<file path="src/rtl/sync_fifo_param.sv">
// Parametrised single-clock FIFO with optional first-word-fall-through, thresholds, flush and level.
// Define SYNC_FIFO_ERR_EN to add sticky overflow/underflow flags with err_clr.
module sync_fifo_param #(
  parameter int unsigned WIDTH     = 16,
  parameter int unsigned DEPTH     = 8,
  parameter int unsigned AFULL_TH  = DEPTH - 1,
  parameter int unsigned AEMPTY_TH = 1,
  parameter int unsigned FWFT      = 0
) (
  input  logic                         clk,
  input  logic                         rstN,
  input  logic                         flush,
  input  logic                         wr_en,
  input  logic [WIDTH-1:0]             wr_data,
  input  logic                         rd_en,
  output logic [WIDTH-1:0]             rd_data,
  output logic                         rd_valid,
  output logic                         empty,
  output logic                         full,
  output logic                         almost_empty,
  output logic                         almost_full,
  output logic [$clog2(DEPTH+1)-1:0]   level
`ifdef SYNC_FIFO_ERR_EN
  ,
  input  logic                         err_clr,
  output logic                         overflow,
  output logic                         underflow
`endif
);

  localparam int unsigned AW = ($clog2(DEPTH) > 1) ? $clog2(DEPTH) : 1;
  localparam int unsigned LW = $clog2(DEPTH + 1);

  logic [WIDTH-1:0] mem [DEPTH];
  logic [AW-1:0]    wr_ptr;
  logic [AW-1:0]    rd_ptr;
  logic [LW-1:0]    count;
  logic             do_write;
  logic             do_read;
  logic             bypass;
  logic             push;
  logic             pop;

  // Explicit wrap so non-power-of-two depths work.
  function automatic logic [AW-1:0] ptr_inc(input logic [AW-1:0] p);
    return (p == AW'(DEPTH - 1)) ? '0 : p + AW'(1);
  endfunction

  assign empty        = (count == '0);
  assign full         = (count == LW'(DEPTH));
  assign almost_empty = (count <= LW'(AEMPTY_TH));
  assign almost_full  = (count >= LW'(AFULL_TH));
  assign level        = count;

  // Bypass hands an incoming word straight to rd_data on an empty FIFO in registered mode.
  always_comb begin
    do_write = wr_en && (!full || rd_en);
    do_read  = rd_en && (!empty || (wr_en && (FWFT == 0)));
    bypass   = do_read && empty;
    push     = do_write && !bypass && !flush;
    pop      = do_read && !empty && !flush;
  end

  always_ff @(posedge clk or negedge rstN) begin
    if (!rstN) begin
      wr_ptr <= '0;
      rd_ptr <= '0;
      count  <= '0;
    end else if (flush) begin
      wr_ptr <= '0;
      rd_ptr <= '0;
      count  <= '0;
    end else begin
      if (push) wr_ptr <= ptr_inc(wr_ptr);
      if (pop)  rd_ptr <= ptr_inc(rd_ptr);
      if (push && !pop)      count <= count + LW'(1);
      else if (pop && !push) count <= count - LW'(1);
    end
  end

  always_ff @(posedge clk) begin
    if (push) mem[wr_ptr] <= wr_data;
  end

  generate
    if (FWFT != 0) begin : g_fwft
      assign rd_data  = empty ? '0 : mem[rd_ptr];
      assign rd_valid = !empty;
    end else begin : g_reg
      logic [WIDTH-1:0] rd_q;
      logic             rv_q;

      always_ff @(posedge clk or negedge rstN) begin
        if (!rstN) begin
          rd_q <= '0;
          rv_q <= 1'b0;
        end else if (flush) begin
          rv_q <= 1'b0;
        end else begin
          rv_q <= do_read;
          if (bypass)       rd_q <= wr_data;
          else if (do_read) rd_q <= mem[rd_ptr];
        end
      end

      assign rd_data  = rd_q;
      assign rd_valid = rv_q;
    end
  endgenerate

`ifdef SYNC_FIFO_ERR_EN
  // Sticky error flags; a new event outranks a same-cycle clear.
  always_ff @(posedge clk or negedge rstN) begin
    if (!rstN) begin
      overflow  <= 1'b0;
      underflow <= 1'b0;
    end else begin
      if (wr_en && full && !rd_en) overflow <= 1'b1;
      else if (err_clr)            overflow <= 1'b0;
      if (rd_en && empty && !do_read) underflow <= 1'b1;
      else if (err_clr)               underflow <= 1'b0;
    end
  end
`endif

endmodule

</file>
<file path="config.mk">
export PLATFORM = sky130hd
export DESIGN_NAME = sync_fifo_param
export DESIGN_NICKNAME = d
export VERILOG_FILES = /design/src/rtl/sync_fifo_param.sv
export SDC_FILE = /design/constraint.sdc
export NUM_CORES = 1
export LEC_CHECK = 0
export ABC_CLOCK_PERIOD_IN_PS = 7460
export CAP_MARGIN = 20
export CORE_MARGIN = 5
export CORE_UTILIZATION = 45
export DETAILED_ROUTE_END_ITERATION = 8
export PLACE_DENSITY_LB_ADDON = 0.15
export SYNTH_ARGS = -nofsm -noshare
export SYNTH_HDL_FRONTEND = slang
export SYNTH_SLANG_ARGS = --single-unit
</file>
<file path="constraint.sdc">
create_clock -name clk -period 7.46 [get_ports clk]
set_input_delay 1.119 -clock clk [delete_from_list [all_inputs] [get_ports clk]]
set_output_delay 1.119 -clock clk [all_outputs]
set_load 0.01 [all_outputs]
</file>
==> results.toml <==
[route]
postRouteAntennaNets = 0
wirelength_um = 12760
routed_via_density = 5.603
vias = 3306
drt-wirelength-per-cell_um = 21.62
drt_iter0_drc = 252
drc_errors = 0
firstDrtPassIters = 5

[cts]
cts.sinks = 155
cts_tree = "done"
htree_levels = 4
root_buffer = "clkbuf_16"
post_cts_resized = 0
insertion_delay_ns = 0.42
post_cts_buffers = 0
clockBufferDepth = 2
clk_pin_slew_ns = 0.06
cts_made_buffers = 17
cts_hold_buf = 0

[die]
core-area_um2 = 13770
io_pins = 46
start_util_pct = 45.65
dieWidth_um = 128.2
fp.dieH_um = 128.2
rows = 43
dieArea_um2 = 16440

[layout]
layout_common_cells = "edfxtp_1 (128), clkdlybuf4s50_1 (45), mux4_2 (32), nand2_1 (26), dfrtp_1 (25)"
syn2layout_area_growth_pct = 19.08
n_antenna_cell = 0
final_nets = 425
fin_util_pct = 54.36
final_common_cell = "edfxtp_1"
drive_gt1_share_pct = 23.17

[global_route]
grt_antenna_before_repair = 0
grt_pass1_wl_um = 20000
grt_pass1_vias = 3509
grt_overflow_total = 0
grt_usage_pct = 16.72
grt_max_degree = 35

[power]
power_density_nw_per_um2 = 328.2
ir_drop_mv = 0.2047
p_leak_nw = 2.528

[critical_path]
cp.required_ns = 6.34
crit_buf_inv = 3
cp_max_fo = 7
crit_slowest_cell = "clkdlybuf4s50_1"
critPathCaptureType = "primary output"
crit_chain = "inv_1 -> ha_1 -> or3b_1 -> inv_2 -> clkdlybuf4s50_1"
slowest_delay_ns = 0.55
worst_path_dominant_cell_family = "buffers and inverters"
crit_type = "register to primary output"
worstPathArrival_ns = 2.40
worst_setup_path_start_kind = "register"

[worst_hold_path]
hp-class = "register to register"

[logic_synthesis]
synth_edf_count = 128
ys.flop_type = "edfxtp_1"
netlist.area_leader.share_pct = 61.13
synth_nets = 371
synth_warnings = 0
async_flop_share_pct = 17.42
synth_area_um2 = 6287
synthCells = 343
synthTopCellsByArea = "edfxtp_1 (61%), mux4_2 (11%), dfrtp_1 (11%)"
seq_area_frac_synth_pct = 71.88
ys_seq_elements = 155
avgSynthCellArea_um2 = 18.33
ys_types = 41
synth_largest_area_cell = "edfxtp_1"

[timing]
slew_headroom_pct = 32.06
hold_violations = 0
worst_clock_skew_ns = 0.01169
tns_ns = 0
finalCriticalPeriod_ns = 3.515
tightest_slew_ns = 1.019
min_period_over_period_pct = 47.12
max_freq_mhz = 284.5
rsz0062_at_grt = "false"
maxSlewViolCount = 0
setup_viol_count_final = 0

[placement]
gp_congestion = 0.8519
hpwl_um = 7719
portBuffers = 45

[run]
max_cap_violations = 0

[outcome]
outcome = "finished, final reports clean"
metal layers:
| layer | vias up | wire length (µm) | global-route usage (%) |
|---|---|---|---|
| li1 | 1486 | - | - |
| met1 | 1707 | 5569 | 22.54 |
| met2 | 97 | 6386 | 26.63 |
| met3 | 16 | 655 | 3.833 |
| met4 | 0 | 144 | 6.305 |
| met5 | - | 0 | 0 |
layout make-up:
cell class	instances	area [µm²]
clock buffer	18	439.2
sequential	155	4522
inverter	6	22.52
fill	1114	6286
clock inverter	14	128.9
multi-input combinational	161	1617
tap	180	225.2
timing repair buffer	56	533.0
worst min-delay path, delay by kind of cell (launching register included):
kind,cells,cell delay (ns)
AOI/OAI and AO/OA,1,0.08
and+or+nand+nor,1,0.06
DFF,1,0.34
metrics by stage:
step	total power [mW]	cells	area (µm²)	hold WS [ns]	worst slack [ns]
floorplan	1.447	343	6287	0.5445	3.857
detailed placement	1.668	558	6919	0.5050	3.668
global placement	1.662	558	6919	0.4973	3.780
global route	2.574	590	7487	0.5436	3.788
finish	2.458	590	7487	0.5109	3.945
CTS	2.489	590	7487	0.5185	3.921
state kept, by name, indices dropped and copies added, names as in the netlist:
name and flops:
rd_valid 1, rd_data 16, rd_ptr 3, mem 128, wr_ptr 3, level 4
synthesized netlist by cell type (2+ instances only):
master,number
o2111ai_1,2
nand2b_1,4
dfrtp_1,27
edfxtp_1,128
buf_4,3
nand2_1,26
a211oi_1,2
mux4_2,32
ha_1,7
a22oi_1,22
a21oi_1,5
or3_1,3
nor4b_1,2
nor2b_1,3
inv_1,5
nor3_1,4
buf_2,6
clkbuf_1,6
a22oi_2,10
buf_6,4
nor2_1,13
and3_1,2
a311oi_1,3
xnor2_1,3
nand3_1,5
path summary, 6_finish.rpt:
check / from / end / slack, ns / cells past startpoint
min in group asynchronous: rstN / rd_data[10] / 1.10 / 2
max in group asynchronous: rstN / rd_ptr[0] / 6.03 / 2
hold reg to reg: rd_data[5] / rd_data[5] / 0.51 / 2
hold / removal: rd_data[5] / rd_data[5] / 0.51 / 2
setup / recovery: level[1] / empty / 3.94 / 5
setup reg to reg: level[1] / mem[2][7] / 4.69 / 7
logic make-up after synthesis:
logic type | Yosys count | share of synthesized area (%)
adders and majority gates | 7 | 1.393
buffers and inverters | 27 | 2.567
and+or+nand+nor | 69 | 5.513
AOI/OAI and AO/OA | 49 | 6.607
DFF | 155 | 71.88
muxes | 33 | 11.62
xor gates and xnor gates | 3 | 0.4180
power by group:
part / switching, mW / internal [mW] / leakage (nW)
combinational: 0.257 / 0.292 / 0.755
clock: 0.323 / 0.494 / 0.274
sequential: 0.0721 / 1.02 / 1.50
Power figures use the tool's default switching activity.
